===== src/rtl/mul_div_unit.sv =====
`default_nettype none
// ============================================================================
// Module      : mul_div_unit
// Description : Iterative HI/LO multiply/divide unit (shift-add multiply,
//               restoring divide, one bit per cycle) with mthi/mtlo moves.
// Revision    : 1.0 - initial release
// ============================================================================
module mul_div_unit #(
  parameter int WIDTH = 32
) (
  input  logic             clk,
  input  logic             reset,
  input  logic             start,
  input  logic [1:0]       op,
  input  logic [WIDTH-1:0] op_a,
  input  logic [WIDTH-1:0] op_b,
  input  logic             hi_wr_en,
  input  logic             lo_wr_en,
  input  logic [WIDTH-1:0] wr_data,
  output logic [WIDTH-1:0] hi,
  output logic [WIDTH-1:0] lo,
  output logic             busy,
  output logic             done,
  output logic             div_by_zero
);

  localparam int c_CNT_W = $clog2(WIDTH + 1);

  typedef enum logic [1:0] {
    S_IDLE = 2'd0,
    S_RUN  = 2'd1,
    S_FIX  = 2'd2,
    S_DONE = 2'd3
  } state_t;

  state_t r_state;
  state_t w_next;

  logic                 r_op_div;
  logic                 r_neg_q;
  logic                 r_neg_r;
  logic [WIDTH-1:0]     r_opnd;
  logic [2*WIDTH-1:0]   r_acc;
  logic [c_CNT_W-1:0]   r_cnt;
  logic [WIDTH-1:0]     r_hi;
  logic [WIDTH-1:0]     r_lo;
  logic                 r_busy;
  logic                 r_done;
  logic                 r_dbz;

  // Operand magnitudes for capture; op[0]=0 selects the signed variants
  logic             w_signed;
  logic             w_a_neg;
  logic             w_b_neg;
  logic [WIDTH-1:0] w_a_mag;
  logic [WIDTH-1:0] w_b_mag;
  logic             w_zero_div;

  assign w_signed   = ~op[0];
  assign w_a_neg    = w_signed & op_a[WIDTH-1];
  assign w_b_neg    = w_signed & op_b[WIDTH-1];
  assign w_a_mag    = w_a_neg ? (~op_a + 1'b1) : op_a;
  assign w_b_mag    = w_b_neg ? (~op_b + 1'b1) : op_b;
  assign w_zero_div = op[1] & (op_b == '0);

  // Multiply step: conditional add into the upper half, then shift right
  logic [WIDTH:0]     w_sum;
  logic [2*WIDTH-1:0] w_mul_next;

  assign w_sum      = {1'b0, r_acc[2*WIDTH-1:WIDTH]} + (r_acc[0] ? {1'b0, r_opnd} : '0);
  assign w_mul_next = {w_sum, r_acc[WIDTH-1:1]};

  // Divide step: upper half is the partial remainder, lower half shifts the
  // dividend out while quotient bits shift in
  logic [WIDTH:0]     w_trial;
  logic [WIDTH:0]     w_diff;
  logic               w_qbit;
  logic [WIDTH-1:0]   w_rem_next;
  logic [2*WIDTH-1:0] w_div_next;

  assign w_trial    = {r_acc[2*WIDTH-1:WIDTH], r_acc[WIDTH-1]};
  assign w_diff     = w_trial - {1'b0, r_opnd};
  assign w_qbit     = w_trial[WIDTH] | ~w_diff[WIDTH];
  assign w_rem_next = w_qbit ? w_diff[WIDTH-1:0] : w_trial[WIDTH-1:0];
  assign w_div_next = {w_rem_next, r_acc[WIDTH-2:0], w_qbit};

  logic [2*WIDTH-1:0] w_prod_fix;
  logic [WIDTH-1:0]   w_quo_fix;
  logic [WIDTH-1:0]   w_rem_fix;

  assign w_prod_fix = r_neg_q ? (~r_acc + 1'b1) : r_acc;
  assign w_quo_fix  = r_neg_q ? (~r_acc[WIDTH-1:0] + 1'b1) : r_acc[WIDTH-1:0];
  assign w_rem_fix  = r_neg_r ? (~r_acc[2*WIDTH-1:WIDTH] + 1'b1) : r_acc[2*WIDTH-1:WIDTH];

  always_ff @(posedge clk or posedge reset) begin
    if (reset) r_state <= S_IDLE;
    else       r_state <= w_next;
  end

  always_comb begin
    w_next = r_state;
    case (r_state)
      S_IDLE:  if (start) w_next = w_zero_div ? S_DONE : S_RUN;
      S_RUN:   if (r_cnt == '0) w_next = S_FIX;
      S_FIX:   w_next = S_IDLE;
      S_DONE:  w_next = S_IDLE;
      default: w_next = S_IDLE;
    endcase
  end

  always_ff @(posedge clk or posedge reset) begin
    if (reset) begin
      r_op_div <= 1'b0;
      r_neg_q  <= 1'b0;
      r_neg_r  <= 1'b0;
      r_opnd   <= '0;
      r_acc    <= '0;
      r_cnt    <= '0;
      r_hi     <= '0;
      r_lo     <= '0;
      r_busy   <= 1'b0;
      r_done   <= 1'b0;
      r_dbz    <= 1'b0;
    end else begin
      r_busy <= (w_next != S_IDLE);
      r_done <= (r_state == S_FIX) || (r_state == S_DONE);
      r_dbz  <= (r_state == S_DONE);
      case (r_state)
        S_IDLE: begin
          // Moves land even when start is accepted; completion overwrites them
          if (hi_wr_en) r_hi <= wr_data;
          if (lo_wr_en) r_lo <= wr_data;
          if (start) begin
            r_op_div <= op[1];
            r_neg_q  <= w_a_neg ^ w_b_neg;
            r_neg_r  <= w_a_neg;
            r_cnt    <= c_CNT_W'(WIDTH - 1);
            if (op[1]) begin
              r_opnd <= w_b_mag;
              r_acc  <= {{WIDTH{1'b0}}, w_a_mag};
            end else begin
              r_opnd <= w_a_mag;
              r_acc  <= {{WIDTH{1'b0}}, w_b_mag};
            end
          end
        end
        S_RUN: begin
          r_acc <= r_op_div ? w_div_next : w_mul_next;
          if (r_cnt != '0) r_cnt <= r_cnt - 1'b1;
        end
        S_FIX: begin
          if (r_op_div) begin
            r_hi <= w_rem_fix;
            r_lo <= w_quo_fix;
          end else begin
            r_hi <= w_prod_fix[2*WIDTH-1:WIDTH];
            r_lo <= w_prod_fix[WIDTH-1:0];
          end
        end
        default: ;
      endcase
    end
  end

  assign hi          = r_hi;
  assign lo          = r_lo;
  assign busy        = r_busy;
  assign done        = r_done;
  assign div_by_zero = r_dbz;

endmodule
`default_nettype wire


===== config.mk =====
export PLATFORM = sky130hd
export DESIGN_NAME = mul_div_unit
export DESIGN_NICKNAME = d
export VERILOG_FILES = /design/src/rtl/mul_div_unit.sv
export SDC_FILE = /design/constraint.sdc
export NUM_CORES = 1
export LEC_CHECK = 0
export BUFFER_PORTS_ARGS = -buffer_cell sky130_fd_sc_hd__clkbuf_2
export CAP_MARGIN = 10
export CORE_MARGIN = 5
export CORE_UTILIZATION = 45
export DETAILED_ROUTE_END_ITERATION = 10
export PLACE_DENSITY = 0.71
export SETUP_SLACK_MARGIN = 0.5
export SYNTH_ARGS = -nofsm -noshare
export SYNTH_HDL_FRONTEND = slang
export SYNTH_SLANG_ARGS = --single-unit

===== constraint.sdc =====
create_clock -name clk -period 6.7 [get_ports clk]
set_input_delay 1.005 -clock clk [delete_from_list [all_inputs] [get_ports clk]]
set_output_delay 1.005 -clock clk [all_outputs]
set_load 0.1 [all_outputs]

==> impl_metrics.env, run 1 <==
export IMPL_drc=0
export IMPL_period_minus_slack_ns=4.16
export IMPL_yosys_top_cells_area="dfrtp_1 (29%), a21oi_1 (7.9%), o21ai_0 (6.3%), ha_1 (5.8%), xnor2_1 (5.7%)"
export IMPL_drt_iter0_markers=1647
export IMPL_relSlewSlack_pct=22.5
export IMPL_final_cell_mix="a21oi_1 (240), nor2_1 (219), nand2_1 (217), o21ai_0 (192), dfrtp_1 (173)"
export IMPL_start_util_pct=45.4
export IMPL_crit_top_cell="or3_1"
export IMPL_die_y_um=194
export IMPL_synth_compound_area_share_pct=27.0
export IMPL_finalSetupViolations=0
export IMPL_grt_start_max_net_pins=79
export IMPL_synth_top_family_by_area="compound AO/OA/AOI/OAI gates"
export IMPL_synthAdderAreaFrac_pct=6.03
export IMPL_numCtsBuffers=17
export IMPL_crit_arrival_ns=4.50
export IMPL_drt_pass1_iterations=8
export IMPL_io_buffers=169
export IMPL_cts_resized_gates=0
export IMPL_clk_pin_slew_worst_paths_ns=0.08
export IMPL_crit_path_max_incr_delay_ns=0.76
export IMPL_cts_max_path_buffers=2
export IMPL_tightest_slew_ns=1.16
export IMPL_path_class="register to register"
export IMPL_drive_gt1_share_pct=12.1
export IMPL_cp_end_kind="register"
export IMPL_place_hpwl_um=40500
export IMPL_wl_met3_um=4380
export IMPL_num_antenna_cells=0
export IMPL_wl_um=52500
export IMPL_gp_congestion=0.972
export IMPL_vias=15421
export IMPL_num_nets_final=2269
export IMPL_synth_xor_area_share_pct=9.52
export IMPL_synthSimpleGateAreaFrac_pct=20.7
export IMPL_cp_startpoint="r_acc[0]$_DFFE_PP0P_"
export IMPL_die_x_um=194
export IMPL_grt_usage_pct=26.9
export IMPL_overflow=0
export IMPL_synthMuxAreaShare_pct=3.28
export IMPL_fmax_mhz=241
export IMPL_synth_area_um2=15200
export IMPL_syn_area_per_cell_um2=7.56
export IMPL_synth_async_reset_ratio_pct=100
export IMPL_ys_seq_area_share_pct=28.7
export IMPL_via_per_inst=6.04
export IMPL_min_delay_start="lo[18]$_DFFE_PP0P_"
export IMPL_path_max_fanout=31
export IMPL_ys_types=82
export IMPL_cts_tree="done"
export IMPL_synthCells=2010
export IMPL_antenna_found_initial=0
export IMPL_synth_edf_count=0
export IMPL_rsz0062_at_grt="false"
export IMPL_root_buffer="clkbuf_16"
export IMPL_ctsHoldBuffers=0
export IMPL_slew_violations=0
export IMPL_dr_max_layer_used="met4"
export IMPL_route_met2_wl_um=24300
export IMPL_rows=67
export IMPL_grt_first_pass_wirelength_um=81800
export IMPL_synth_top_area_cell="dfrtp_1"
export IMPL_wire_per_inst_um=20.6
export IMPL_met1_length_um=22300
export IMPL_syn_nets=2185
export IMPL_ys_flop_type="dfrtp_1"
export IMPL_hold_viol=0
export IMPL_die_area_um2=37500
export IMPL_finClkSkew_ns=0.0201
export IMPL_post_cts_buffers=0
export IMPL_yosys_warnings=0
export IMPL_path_cells="inv_1 > nor2_1 > ha_1 > a21o_1 > or3_1 > o21ai_1 > a21oi_1 > o211ai_1 > nand2_1 > or3_1 > a32o_1 > a211o_1"
export IMPL_core_um2=33400
export IMPL_r2r_start="r_acc[0]$_DFFE_PP0P_"
export IMPL_slowest_stage="inv_1"
export IMPL_grt_pass1_vias=14607
export IMPL_cts_max_level=4
export IMPL_status="finished clean"
export IMPL_finalSetupTns_ns=0
export IMPL_hold_class="register to register"
export IMPL_start_kind="register"
export IMPL_io_pins=170
export IMPL_layout_commonest_cell="a21oi_1"
export IMPL_synth_seq_cells=174
export IMPL_postRouteAntennaNets=0
export IMPL_min_period_over_period_pct=62.1
export IMPL_syn2layout_area_growth_pct=11.4
export IMPL_clock_sinks=174
export IMPL_insertion_delay_ns=0.45
export IMPL_cap_violations=0
export IMPL_worstPathRequired_ns=7.04
export IMPL_synth_top_area_share_pct=28.7
## path summary, 6_finish.rpt
check                           slack (ns)  cells past startpoint               endpoint
worst max-delay path                  2.54                     12  r_acc[55]$_DFFE_PP0P_
worst min-delay path                  0.48                      2     lo[18]$_DFFE_PP0P_
worst max register to register        2.54                     12  r_acc[55]$_DFFE_PP0P_
worst min register to register        0.48                      2     lo[18]$_DFFE_PP0P_
max in group asynchronous             4.79                      3   r_op_div$_DFFE_PP0P_
min in group asynchronous             0.58                      2         done$_DFF_PP0_
## cell type report
type                    instances  area (um^2)
clock inverters                14          174
flip-flops and latches        174         4360
fillers                      3278        16500
clock buffers                  18          439
repair buffers                185          986
inverters                      73          279
multi-input cells            1643        10100
well taps                     448          561
## worst max-delay path, delay by kind of cell (launching register included)
kind | cells | cell delay (ns)
compound gates | 6 | 1.51
buf+inv | 1 | 0.76
flops | 1 | 0.45
simple gates | 4 | 0.91
fa+ha+maj | 1 | 0.40
## synthesized netlist by cell type, types with 39 or more instances
master	instances
a21oi_1	240
clkbuf_1	103
dfrtp_1	174
ha_1	70
inv_1	71
mux2i_1	43
nand2_1	217
nor2_1	221
nor3_1	40
o21ai_0	192
o21ai_1	39
xnor2_1	99
xor2_1	66
## metrics by stage
| stage | utilization (%) | cells | worst slack (ns) | hold slack (ns) | cell area [um^2] |
|---|---|---|---|---|---|
| final | 50.6 | 2555 | 2.54 | 0.483 | 16900 |
| after global placement | 48.7 | 2522 | 2.74 | 0.462 | 16300 |
| after CTS | 50.5 | 2554 | 2.63 | 0.484 | 16900 |
| after floorplan | - | 2010 | 0.978 | 0.450 | 15200 |
| after detailed placement | 48.7 | 2522 | 2.64 | 0.467 | 16300 |
| after global routing | 50.6 | 2555 | 2.35 | 0.494 | 16900 |
## flip-flops by register name (all words and copies together), names as in the netlist
name,flops
busy,1
div_by_zero,1
done,1
hi,32
lo,32
r_acc,64
r_cnt,6
r_neg_q,1
r_neg_r,1
r_op_div,1
r_opnd,32
r_state,2
## per-layer routing
layer,up-vias,track usage [%]
met5,-,0
met4,0,8.29
met3,97,4.29
met2,687,44.3
met1,7295,36.4
li1,7342,-
## cell families after synthesis
logic type,count (synthesis)
multiplexers,49
AO/OA/AOI/OAI,690
buffers and inverters,193
XOR/XNOR,165
AND/OR/NAND/NOR,667
flip-flops,174
adder cells (fa/ha/maj),72
Power of run 1 is not shown: default switching activity piles up to over one toggle a cycle in this logic, so the estimate is an artifact.
==> run 2, diff against run 1 <==
- ABC_AREA: not set -> 1
- PLACE_DENSITY: 0.71 -> 0.73
- clock period: 6.7 -> 3.34 ns (I/O delays scaled with it)
==> run 2 against run 1 <==
  * Global-route usage up 9.1 points
  * Die area increased by 16%
  * Cell count up 45%
  * Sequential share of layout area is 4.0 points lower
  * Synthesized area rose by 17%
  * Non-clock buffer count increased by 50
  * Via count increased by 40%
  * Flip-flop and latch count unchanged
  * First-iteration DRC count grew 56%
  * Fmax rose by 49%
  * Highest routed layer unchanged
  * Critical path depth up 1
  * Clock skew decreased by 0.010 ns
==> impl_metrics.env, run 2 <==
export IMPL_synth_seq_cells=174
export IMPL_crit_path_max_incr_delay_ns=0.45
export IMPL_syn_nets=3191
export IMPL_grt_start_max_net_pins=91
export IMPL_layout_commonest_cell="nand2_1"
export IMPL_finalSetupTns_ns=0
export IMPL_yosys_top_cells_area="dfrtp_1 (24%), nand2_1 (18%), nand3_1 (9.5%), inv_1 (8.6%), a21oi_1 (7.2%)"
export IMPL_hold_class="input port to async pin"
export IMPL_ys_types=52
export IMPL_via_per_inst=5.83
export IMPL_path_max_fanout=10
export IMPL_antenna_found_initial=1
export IMPL_drc=0
export IMPL_period_minus_slack_ns=2.78
export IMPL_cts_tree="done"
export IMPL_relSlewSlack_pct=41.2
export IMPL_status="finished clean"
export IMPL_drt_iter0_markers=2576
export IMPL_vias=21522
export IMPL_use_met3_pct=8.46
export IMPL_numCtsBuffers=17
export IMPL_num_nets_final=3340
export IMPL_tightest_slew_ns=0.882
export IMPL_drt_pass1_iterations=7
export IMPL_core_um2=38800
export IMPL_place_hpwl_um=66200
export IMPL_slowest_stage="dfrtp_1"
export IMPL_num_antenna_cells=0
export IMPL_worstPathRequired_ns=3.65
export IMPL_io_buffers=169
export IMPL_syn2layout_area_growth_pct=12.7
export IMPL_crit_arrival_ns=3.10
export IMPL_largest_reg_flops=64
export IMPL_die_area_um2=43600
export IMPL_grt_use_met1_pct=52.8
export IMPL_start_util_pct=45.8
export IMPL_ctsHoldBuffers=0
export IMPL_synth_area_um2=17800
export IMPL_synth_commonest_cells="nand2_1 (845), inv_1 (407), nand3_1 (339)"
export IMPL_finalSetupViolations=0
export IMPL_ys_flop_type="dfrtp_1"
export IMPL_synth_top_area_cell="dfrtp_1"
export IMPL_synth_top_area_share_pct=24.5
export IMPL_slew_violations=0
export IMPL_grt_first_pass_wirelength_um=122000
export IMPL_grt_usage_pct=36.0
export IMPL_cap_violations=0
export IMPL_insertion_delay_ns=0.47
export IMPL_gp_congestion=1.11
export IMPL_rows=72
export IMPL_synth_most_common_cell="nand2_1"
export IMPL_postRouteAntennaNets=0
export IMPL_grt_pass1_vias=19730
export IMPL_largest_register="r_acc"
export IMPL_clock_sinks=174
export IMPL_path_cells="inv_1 > ha_1 > a21oi_1 > o21ai_1 > inv_1 > nand2_1 > a21oi_4 > nand2_8 > buf_6 > nor2_4 > nand2_1 > nand3b_1 > o21ai_0"
export IMPL_path_class="register to register"
export IMPL_synth_async_reset_ratio_pct=100
export IMPL_synthCells=3016
export IMPL_hold_viol=0
export IMPL_drive_gt1_share_pct=11.3
export IMPL_fmax_mhz=359
export IMPL_wl_um=81800
export IMPL_cts_max_level=4
export IMPL_min_period_over_period_pct=83.4
export IMPL_wire_per_inst_um=22.1
export IMPL_clk_pin_slew_worst_paths_ns=0.07
export IMPL_synth_edf_count=0
export IMPL_overflow=0
export IMPL_io_pins=170
export IMPL_final_cell_mix="nand2_1 (843), inv_1 (404), nand3_1 (336), nor2_1 (327), a21oi_1 (254)"
export IMPL_syn_area_per_cell_um2=5.89
export IMPL_finClkSkew_ns=0.00974
export IMPL_rsz0062_at_grt="true"
export IMPL_die_x_um=209
export IMPL_yosys_warnings=0
export IMPL_cts_max_path_buffers=2
export IMPL_root_buffer="clkbuf_16"
export IMPL_ys_seq_area_share_pct=24.5
export IMPL_use_met2_pct=50.1
export IMPL_grt_busiest_layer="met1"
export IMPL_cp_end_kind="register"
export IMPL_start_kind="register"
export IMPL_die_y_um=209
run 2: repair_timing:
action	in CTS	in global routing
resized for setup	4	34
pin swaps	1	3
setup endpoints to repair	26	32
cloned	0	1
setup buffers	4	3
run 2: layout make-up:
class / count / area, um^2
Fill cell: 4131 / 18800
Multi-Input combinational cell: 2317 / 11500
Clock buffer: 18 / 429
Clock inverter: 12 / 128
Inverter: 420 / 1590
Timing Repair Buffer: 235 / 1400
Sequential cell: 174 / 4360
Tap cell: 518 / 648
run 2: worst max-delay path: cells and delay by family, from the launching register on:
family	cells	cell delay (ns)
flops	1	0.45
compound gates	4	0.75
simple gates	5	0.58
fa+ha+maj	1	0.42
buf+inv	3	0.42
run 2: metal layers:
layer | vias up | routed length [um]
li1 | 10089 | -
met4 | 0 | 4220
met1 | 10023 | 36200
met3 | 172 | 8880
met2 | 1238 | 32600
met5 | - | 0
run 2: stage by stage:
step	utilization (%)	setup slack, ns	cells	cell area [um^2]	hold WS, ns
after floorplan	-	0.614	3016	17800	0.475
after global placement	49.7	0.252	3656	19300	0.478
after detailed placement	49.7	0.207	3656	19300	0.477
after CTS	51.2	0.500	3690	19900	0.146
after global routing	51.6	0.481	3694	20000	0.199
final	51.6	0.555	3694	20000	0.129
run 2: kinds of logic (layout without fill, tap and decap cells):
logic type                 Yosys count  in the layout  share of synthesized area (%)
buffers and inverters              526            685                           11.6
DFF                                174            174                           24.5
xor gates and xnor gates            49             49                           2.41
adders and majority gates           72             72                           5.15
AOI/OAI and AO/OA                  542            542                           16.7
and+or+nand+nor                   1653           1654                           39.7
run 2: final timing paths:
check	from	endpoint	slack (ns)	cells past startpoint
worst min-delay path	reset	lo[11]$_DFFE_PP0P_	0.13	2
max in group asynchronous	reset	r_acc[37]$_DFFE_PP0P_	2.28	3
worst max-delay path	r_opnd[23]$_DFFE_PP0P_	r_acc[45]$_DFFE_PP0P_	0.56	13
worst min register to register	lo[1]$_DFFE_PP0P_	lo[1]$_DFFE_PP0P_	0.50	2
min in group clk	wr_data[7]	lo[7]$_DFFE_PP0P_	0.32	3
worst max register to register	r_opnd[23]$_DFFE_PP0P_	r_acc[45]$_DFFE_PP0P_	0.56	13
Power of run 2 is left out for the same reason.
==> run 3, diff against run 2 <==
- clock period: 3.34 -> 2.43 ns (I/O delays scaled with it)
==> run 3 against run 2 <==
  * The run now ends with setup timing left
  * Fmax is 11% higher
  * Worst setup slack worse by 0.63 ns
  * Register-to-register slack worse by 0.63 ns
  * Clock skew is 0.0076 ns higher
  * Count of clock-buffer cells in the layout stayed put
  * Global-route usage is 1.6 points higher
  * Highest routed layer unchanged
==> impl_metrics.env, run 3 (synthesis gave the netlist of run 2 again) <==
export IMPL_antenna_found_initial=0
export IMPL_drt_pass1_iterations=6
export IMPL_largest_reg_flops=64
export IMPL_postRouteAntennaNets=0
export IMPL_final_cell_mix="nand2_1 (745), inv_1 (372), buf_4 (324), nor2_1 (292), nand3_1 (247)"
export IMPL_dp_cells=3893
export IMPL_finalSetupViolations=2
export IMPL_min_period_over_period_pct=103
export IMPL_path_max_fanout=16
export IMPL_worstPathRequired_ns=2.79
export IMPL_period_minus_slack_ns=2.50
export IMPL_drt_iter0_markers=2982
export IMPL_layout_cells_non_filler=3996
export IMPL_cts_max_level=4
export IMPL_path_class="register to register"
export IMPL_num_nets_final=3639
export IMPL_die_x_um=209
export IMPL_cap_violations=0
export IMPL_insertion_delay_ns=0.47
export IMPL_cts_max_path_buffers=2
export IMPL_relSlewSlack_pct=51.1
export IMPL_crit_arrival_ns=2.87
export IMPL_rows=72
export IMPL_cts_tree="done"
export IMPL_finClkSkew_ns=0.0173
export IMPL_clk_pin_slew_worst_paths_ns=0.08
export IMPL_grt_first_pass_wirelength_um=127000
export IMPL_tightest_slew_ns=0.733
export IMPL_wl_um=86500
export IMPL_setup_slack_ns=-0.0725
export IMPL_grt_pass1_vias=21424
export IMPL_drive_gt1_share_pct=30.8
export IMPL_gp_congestion=1.15
export IMPL_hold_viol=0
export IMPL_largest_register="r_acc"
export IMPL_violations="setup timing"
export IMPL_grt_usage_pct=37.6
export IMPL_core_um2=38800
export IMPL_hold_class="input port to register"
export IMPL_numCtsBuffers=17
export IMPL_final_area_um2=24700
export IMPL_wire_per_inst_um=21.6
export IMPL_clock_sinks=174
export IMPL_placed_area_um2=21300
export IMPL_die_area_um2=43600
export IMPL_root_buffer="clkbuf_16"
export IMPL_status="complete, but fails checks"
export IMPL_io_buffers=169
export IMPL_via_per_inst=5.80
export IMPL_drc=0
export IMPL_grt_start_max_net_pins=90
export IMPL_place_hpwl_um=68400
export IMPL_layout_commonest_cell="nand2_1"
export IMPL_cp_end_kind="register"
export IMPL_syn2layout_area_growth_pct=39.2
export IMPL_io_pins=170
export IMPL_slew_violations=0
export IMPL_vias=23170
export IMPL_die_y_um=209
export IMPL_fmax_mhz=400
export IMPL_start_kind="register"
export IMPL_start_util_pct=45.8
export IMPL_overflow=0
export IMPL_rsz0062_at_grt="true"
[run 3: path summary, 6_finish.rpt]
| kind | from | end | slack (ns) | cells past startpoint |
|---|---|---|---|---|
| setup / recovery | r_acc[0]$_DFFE_PP0P_ | r_acc[61]$_DFFE_PP0P_ | -0.07 | 16 |
| hold / removal | wr_data[0] | lo[0]$_DFFE_PP0P_ | 0.18 | 3 |
| setup reg to reg | r_acc[0]$_DFFE_PP0P_ | r_acc[61]$_DFFE_PP0P_ | -0.07 | 16 |
| hold reg to reg | lo[1]$_DFFE_PP0P_ | lo[1]$_DFFE_PP0P_ | 0.49 | 2 |
| max in group asynchronous | reset | r_opnd[1]$_DFFE_PP0P_ | 1.18 | 4 |
| min in group asynchronous | reset | hi[13]$_DFFE_PP0P_ | 0.45 | 3 |
[run 3: per-stage QoR]
step | worst slack (ns) | util, % | setup TNS, ns | hold slack [ns]
2_1_floorplan | -0.159 | - | -27.69 | 0.475
3_3_place_gp | -0.280 | 55.0 | -1.78 | 0.385
3_5_place_dp | -0.269 | 55.0 | -2.20 | 0.388
4_1_cts | 0.0480 | 61.0 | 0 | 0.156
5_1_grt | -0.156 | 63.7 | -1.50 | 0.174
6_report | -0.0725 | 63.7 | -0.0862 | 0.184
[run 3: metal layers]
layer | share of wire (%) | global-route usage (%) | vias to the layer above
li1 | - | - | 10710
met1 | 42 | 54.2 | 10863
met2 | 42 | 54.5 | 1390
met3 | 12 | 8.26 | 207
met4 | 4.7 | 15.5 | 0
met5 | 0 | 0 | -
[run 3: critical path, stage by stage (launching register included)]
cell and delay (ns):
dfrtp_2 0.50, buf_12 0.18, nand2_1 0.07, inv_1 0.05
ha_1 0.35, nand2_1 0.20, a21oi_1 0.06, nor2_1 0.21
nand2_1 0.11, a21oi_2 0.16, nand2_1 0.07, nand2_1 0.08
nand3_2 0.12, nand2_1 0.09, inv_1 0.05, nand2_1 0.05
nand2_1 0.04
[run 3: final cells by class]
class | instances | area [um^2]
sequential | 174 | 4380
multi-input combinational | 2316 | 13600
inverter | 420 | 1600
tap | 518 | 648
antenna | 1 | 2.50
fill | 3615 | 14100
clock buffer | 18 | 429
clock inverter | 14 | 173
timing repair buffer | 535 | 3920
[run 3: timing repair]
action,CTS,global route
hold buffers,1,0
setup buffers,45,21
resized for setup,306,227
endpoints found under the setup margin,84,137
gates cloned,1,2
hold endpoints to repair,11,0
pin swaps,122,101
Power of run 3 is left out for the same reason.
